[config.mk]
export PLATFORM = sky130hd
export DESIGN_NAME = multicycle_ctrl
export DESIGN_NICKNAME = d
export VERILOG_FILES = /design/src/rtl/multicycle_ctrl.sv
export SDC_FILE = /design/constraint.sdc
export NUM_CORES = 1
export LEC_CHECK = 0
export BUFFER_PORTS_ARGS = -buffer_cell sky130_fd_sc_hd__buf_2
export CORE_MARGIN = 3
export CORE_UTILIZATION = 35
export DETAILED_ROUTE_END_ITERATION = 7
export GPL_TIMING_DRIVEN = 1
export PLACE_DENSITY_LB_ADDON = 0.08
export SYNTH_ARGS = -nofsm -noshare
export SYNTH_HDL_FRONTEND = slang
export SYNTH_SLANG_ARGS = --single-unit
[constraint.sdc]
create_clock -name clk -period 4.15 [get_ports clk]
set_input_delay 1.0375 -clock clk [delete_from_list [all_inputs] [get_ports clk]]
set_output_delay 1.0375 -clock clk [all_outputs]
set_load 0.01 [all_outputs]
[src/rtl/multicycle_ctrl.sv]
// Control FSM for a multicycle MIPS-style datapath: sequences fetch, decode,
// execute, memory and write-back steps and drives the datapath selects and strobes.
module multicycle_ctrl (
    input  logic       clk,
    input  logic       rst_n,
    input  logic [5:0] opcode,
    input  logic [5:0] funct,
    input  logic       zero_flag,
    input  logic       mem_ready,
    output logic [2:0] alu_func,
    output logic       alu_src_a,
    output logic [1:0] alu_src_b,
    output logic       imm_zext,
    output logic       mem_read,
    output logic       mem_write,
    output logic       iord,
    output logic       ir_write,
    output logic       pc_write,
    output logic [1:0] pc_src,
    output logic       reg_write,
    output logic       reg_dst,
    output logic       mem_to_reg,
    output logic       illegal,
    output logic [3:0] debug_state
);

    typedef enum logic [3:0] {
        FETCH  = 4'd0,
        DECODE = 4'd1,
        EXEC_R = 4'd2,
        EXEC_I = 4'd3,
        ADDR   = 4'd4,
        MEM_RD = 4'd5,
        MEM_WR = 4'd6,
        WB_R   = 4'd7,
        WB_I   = 4'd8,
        WB_MEM = 4'd9,
        BRANCH = 4'd10,
        JUMP   = 4'd11,
        TRAP   = 4'd12
    } state_t;

    state_t state, next_state;

    logic       ir_write_raw, pc_write_raw, reg_write_raw, mem_write_raw;
    logic [2:0] r_func;
    logic       r_ok;
    logic [2:0] i_func;
    logic       i_zext;

    // R-type funct to ALU operation; r_ok flags the supported subset.
    always_comb begin
        r_func = 3'd0;
        r_ok   = 1'b1;
        case (funct)
            6'h20, 6'h21: r_func = 3'd0;
            6'h22, 6'h23: r_func = 3'd1;
            6'h24:        r_func = 3'd2;
            6'h25:        r_func = 3'd3;
            6'h27:        r_func = 3'd4;
            6'h26:        r_func = 3'd5;
            6'h2A:        r_func = 3'd6;
            default:      r_ok   = 1'b0;
        endcase
    end

    always_comb begin
        i_func = 3'd0;
        i_zext = 1'b0;
        case (opcode)
            6'h0A:   i_func = 3'd6;
            6'h0C:   begin i_func = 3'd2; i_zext = 1'b1; end
            6'h0D:   begin i_func = 3'd3; i_zext = 1'b1; end
            6'h0E:   begin i_func = 3'd5; i_zext = 1'b1; end
            6'h0F:   i_func = 3'd7;
            default: i_func = 3'd0;
        endcase
    end

    always_ff @(posedge clk or negedge rst_n) begin
        if (!rst_n) begin
            state   <= FETCH;
            illegal <= 1'b0;
        end else begin
            state <= next_state;
            if (next_state == TRAP)
                illegal <= 1'b1;
        end
    end

    always_comb begin
        next_state    = state;
        alu_func      = 3'd0;
        alu_src_a     = 1'b0;
        alu_src_b     = 2'd0;
        imm_zext      = 1'b0;
        mem_read      = 1'b0;
        mem_write_raw = 1'b0;
        iord          = 1'b0;
        ir_write_raw  = 1'b0;
        pc_write_raw  = 1'b0;
        pc_src        = 2'd0;
        reg_write_raw = 1'b0;
        reg_dst       = 1'b0;
        mem_to_reg    = 1'b0;
        case (state)
            FETCH: begin
                mem_read  = 1'b1;
                alu_src_b = 2'd1;
                if (mem_ready) begin
                    ir_write_raw = 1'b1;
                    pc_write_raw = 1'b1;
                    next_state   = DECODE;
                end
            end
            DECODE: begin
                // PC + (imm << 2) is parked in ALUOut for a possible branch.
                alu_src_b = 2'd3;
                case (opcode)
                    6'h00:        next_state = r_ok ? EXEC_R : TRAP;
                    6'h23, 6'h2B: next_state = ADDR;
                    6'h04, 6'h05: next_state = BRANCH;
                    6'h02:        next_state = JUMP;
                    6'h08, 6'h09, 6'h0A, 6'h0C,
                    6'h0D, 6'h0E, 6'h0F: next_state = EXEC_I;
                    default:      next_state = TRAP;
                endcase
            end
            EXEC_R: begin
                alu_src_a  = 1'b1;
                alu_func   = r_func;
                next_state = WB_R;
            end
            EXEC_I: begin
                alu_src_a  = 1'b1;
                alu_src_b  = 2'd2;
                alu_func   = i_func;
                imm_zext   = i_zext;
                next_state = WB_I;
            end
            ADDR: begin
                alu_src_a  = 1'b1;
                alu_src_b  = 2'd2;
                next_state = (opcode == 6'h2B) ? MEM_WR : MEM_RD;
            end
            MEM_RD: begin
                mem_read = 1'b1;
                iord     = 1'b1;
                if (mem_ready)
                    next_state = WB_MEM;
            end
            MEM_WR: begin
                mem_write_raw = 1'b1;
                iord          = 1'b1;
                if (mem_ready)
                    next_state = FETCH;
            end
            WB_R: begin
                reg_write_raw = 1'b1;
                reg_dst       = 1'b1;
                next_state    = FETCH;
            end
            WB_I: begin
                reg_write_raw = 1'b1;
                next_state    = FETCH;
            end
            WB_MEM: begin
                reg_write_raw = 1'b1;
                mem_to_reg    = 1'b1;
                next_state    = FETCH;
            end
            BRANCH: begin
                alu_src_a    = 1'b1;
                alu_func     = 3'd1;
                pc_src       = 2'd1;
                pc_write_raw = (opcode == 6'h05) ? !zero_flag : zero_flag;
                next_state   = FETCH;
            end
            JUMP: begin
                pc_src       = 2'd2;
                pc_write_raw = 1'b1;
                next_state   = FETCH;
            end
            TRAP:    next_state = TRAP;
            default: next_state = FETCH;
        endcase
    end

    // Architectural write enables are held off while reset is asserted.
    assign ir_write    = ir_write_raw  & rst_n;
    assign pc_write    = pc_write_raw  & rst_n;
    assign reg_write   = reg_write_raw & rst_n;
    assign mem_write   = mem_write_raw & rst_n;
    assign debug_state = state;

endmodule

# Yosys cells after proc, flatten, opt, wreduce, memory -nomap -nowiden
# Cells that the tools add are included.
totals:
  word_cells: 80
  reg_bits: 5
op_classes:
  reduce_logical: 14
  n_mux: 26
  n_bitwise: 4
  n_eq_ne: 34
ops:
  columns: ["op", "n"]
  rows:
  - ["6-bit equality test, second input constant", 11]
  - ["6-bit by 4-bit equality test with 1-bit output, second input constant", 7]
  - ["4-bit case mux with 8 select lines", 1]
  - ["4-bit equality test, second input constant", 6]
  - ["4-bit case mux with 5 select lines", 1]
  - ["3-bit case mux with 6 select lines", 1]
  - ["4-bit by 3-bit equality test with 1-bit output, second input constant", 4]
  - ["4-bit two-way mux", 4]
  - ["3-bit case mux with 5 select lines", 1]
  - ["1-bit two-way mux", 13]
  - ["6-bit by 3-bit equality test with 1-bit output, second input constant", 2]
  - ["2-bit OR reduction", 6]
  - ["3-bit case mux with 3 select lines", 1]
  - ["9-bit OR reduction", 1]
  - ["4-bit by 2-bit equality test with 1-bit output, second input constant", 2]
  - ["7-bit OR reduction", 1]
  - ["6-bit by 2-bit equality test with 1-bit output, second input constant", 1]
  - ["6-bit logical NOT", 1]
  - ["2-bit case mux with 3 select lines", 1]
  - ["3-bit OR reduction", 2]
  - ["1-bit AND", 4]
  - ["4-bit by 1-bit equality test with 1-bit output, second input constant", 1]
  - ["4-bit logical NOT", 1]
  - ["2-bit case mux with 2 select lines", 1]
  - ["4 further kinds", 4]

# Depth between registers and ports, before layout
depth:
  depth_word: 7
  ltp_mapped: 6
  mapped_depth_nobuf: 5

# Least setup slack after synthesis
# OpenSTA, ideal clock, no wires.
synth_path:
  path_type: "in2out"
  from: "in opcode[2]"
  to: "out pc_write"
  stages: 6
  arrival_time_ns: 1.963
  slack_ns: 1.150
  path_buffers: 1
  cell_sequence: "clkbuf_1 nor2b_1 nand4_1 xnor2_1 o2111ai_1 nand2b_1"
synth_via:
  elab_chain_len: 4
synth_rtl:
  columns: ["item", "line_no", "text"]
  rows:
  - ["start, declared", "6", "input logic [5:0] opcode,"]
  - ["6-bit by 3-bit equality test with 1-bit output", "176", "pc_write_raw = (opcode == 6'h05) ? !zero_flag : zero_flag;"]
  - ["1-bit two-way mux", "176", null]
  - ["1-bit case mux with 3 select lines", "106", "case (state)"]
  - ["1-bit AND", "191", "assign pc_write = pc_write_raw & rst_n;"]
  - ["end, declared", "18", "output logic pc_write,"]
# Every way passes these cells.

# Worst setup path in the final report
layout_path:
  from: "in opcode[5]"
  to: "out pc_write"
# Same word-level chain as after synthesis.

==> impl_metrics.csv <==
group,metric,value,unit
drt,drt-initial-drc-count,19,
synthesis,ys_seq_area_share,16.2,%
synthesis,async_flop_share,100,%
critical_path,crit_type,"primary input to output pin",
floorplanning,io_pins,38,
timing,grt_setup_unrepaired,"no",
critical_path,endpoint_kind,"output pin",
power_and_ir_drop,p_leak,0.455,nW
drt,wl_met1,1130,um
clocking,clk_pin_slew,0.04,ns
synthesis,synth-simple-area-share,41.7,%
critical_path,crit_required,3.11,ns
drt,wl_met2,961,um
clocking,cts_repair_resize_count,0,
grt,antenna_found_initial,0,
timing,worst_slack,0.898,ns
floorplanning,die_area,2800,sq um
timing,timing.final.crit_share,78.4,%
critical_path,start_kind,"primary input",
synthesis,synthAdderAreaFrac,0,%
flow_run,maxCapViolations,0,
final_layout,n_antenna_cell,0,
drt,antenna_left,0,
clocking,clock-sinks,5,
synthesis,synth-edff-count,0,
timing,finalSetupViolCount,0,
clocking,cts_setup_buffers,0,
timing,relSlewSlack,63.4,%
drt,routed_wl,2280,um
placement,portBuffers,37,
final_layout,syn_to_final_growth,27.8,%
timing,fin_skew,0.00384,ns
synthesis,synth_area,771,sq um
grt,track_usage,17.8,%
synthesis,synth-xor-area-share,2.27,%
grt,grt_pass1_vias,780,
synthesis,synth_top_area_share,16.2,%
final_layout,layout-drive-gt1-share,27.3,%
synthesis,synth_compound_area_share,32.3,%
clocking,holdBufCountCts,0,
grt,grt.overflow.total,0,
drt,route.vias.total,993,
timing,period_needed,3.25,ns
drt,wl_met3,187,um
critical_path,arrival,2.21,ns
synthesis,synthMuxAreaShare,0,%
timing,clock.fmax,308,MHz
power_and_ir_drop,ir_worst_vdd,0.534,mV
synthesis,synth_area_leaders,"dfrtp_1 (16%), nor2b_1 (6.5%), nor2_1 (5.8%)",
floorplanning,start_util,38.1,%
timing,hold_viol,0,
drt,drtPass1Iterations,4,
timing,fin_setup_tns,0,ns
clocking,cts_made_buffers,3,
drt,highest_layer,"met3",
grt,grt_max_degree,21,
synthesis,syn_nets,133,
critical_path,critPathMaxFanout,7,
placement,gp_routability_congestion,0.926,
power_and_ir_drop,cellPowerDensity,494,nW/um^2
clocking,tritoncts,"built",
floorplanning,core,2020,sq um
floorplanning,die_h,52.9,um
drt,viasPerCell,5.61,
clocking,cts_buffer_depth,2,
placement,dp_hpwl,1790,um
clocking,htree_levels,1,
hold_path,holdCritPathClass,"flip-flop to flip-flop",
synthesis,ys_ff_latch,5,
synthesis,ys_top_cells_by_count,"nor2_1 (12), nand2_1 (11), nor2b_1 (8)",
placement,post-place-ws,0.895,ns
synthesis,synth_top_family_by_area,"simple AND/OR/NAND/NOR gates",
drt,wl_per_cell,12.9,um
synthesis,ys.warnings.count,0,
timing,slew_viol_final,0,
synthesis,synthCells,117,
final_layout,nNetsFinal,167,
synthesis,synth_ff_type,"dfrtp_1",
synthesis,synth.most_common_cell,"nor2_1",
synthesis,postSynthAreaPerCell,6.59,sq um
critical_path,timing.reg2reg.setup_slack,2.35,ns
floorplanning,chipWidth,52.9,um
status,status,"completed",
drt,drc_errors,0,
grt,grt_pass1_wl,3770,um
synthesis,yosysUniqueCellTypes,44,
clocking,clk_latency,0.24,ns
synthesis,yosys.area.top_type,"dfrtp_1",
floorplanning,num_rows,16,
timing,worst_pin_slew,0.548,ns
clocking,root_buffer,"clkbuf_4",
-- placed cells by master (no fill, tap or decap), drive strengths merged, types with 4 or more instances in the layout --
| cell | Yosys | layout |
|---|---|---|
| nor2b | 8 | 8 |
| dfrtp | 5 | 5 |
| clkbuf | 8 | 4 |
| o21ai | 6 | 6 |
| nand2 | 11 | 11 |
| nand2b | 6 | 6 |
| nor2 | 12 | 12 |
| buf | 0 | 37 |
| inv | 7 | 7 |
| nor3 | 5 | 5 |
| a21oi | 7 | 7 |
-- stage by stage --
step	std cells	cell area [sq um]	total power (W)	hold WS, ns	util [%]
final	177	985	0.000487	0.471	48.7
after global routing	177	985	0.000540	0.499	48.7
after floorplan	117	771	0.000330	0.506	-
after detailed placement	173	958	0.000434	0.453	47.4
after global placement	173	958	0.000434	0.453	47.4
after CTS	177	985	0.000490	0.473	48.7
-- power breakdown --
| group | switching [W] | internal, W |
|---|---|---|
| Sequential | 0.0000683 | 0.0000681 |
| Clock | 0.0000179 | 0.0000362 |
| Combinational | 0.000161 | 0.000135 |
-- worst max-delay path: stages --
cell       delay [ns]
buf_2            0.12
nor2_1           0.35
nand4_1          0.17
xnor2_1          0.15
o2111ai_1        0.17
nand2b_1         0.07
buf_2            0.13
-- metal layers --
metal / vias to the layer above / global-route usage [%]
li1: 500 / -
met1: 447 / 28.0
met2: 46 / 25.6
met3: 0 / 1.69
met4: 0 / 3.83
met5: - / 0
-- layout make-up --
cell class	count	area, sq um
fill	229	1040
inverter	7	26.3
clock buffer	4	26.3
sequential	5	125
timing repair buffer	37	185
tap	27	33.8
multi-input combinational	97	588
-- flip-flops by register name, summed over array words and instances, names as in the netlist --
signal,cells
debug_state,4
illegal,1
-- final timing paths --
kind	startpoint	endpoint	cells past startpoint
setup / recovery	opcode[5]	pc_write	7
hold / removal	illegal	illegal	1
setup reg to reg	debug_state[0]	illegal	5
hold reg to reg	illegal	illegal	1
max in group asynchronous	rst_n	illegal	1
min in group asynchronous	rst_n	debug_state[3]	1
-- cell families after synthesis --
family / count (synthesis)
buf+inv: 15
simple gates: 59
compound gates: 36
flops: 5
xor+xnor: 2
(Power assumes the default switching activity.)
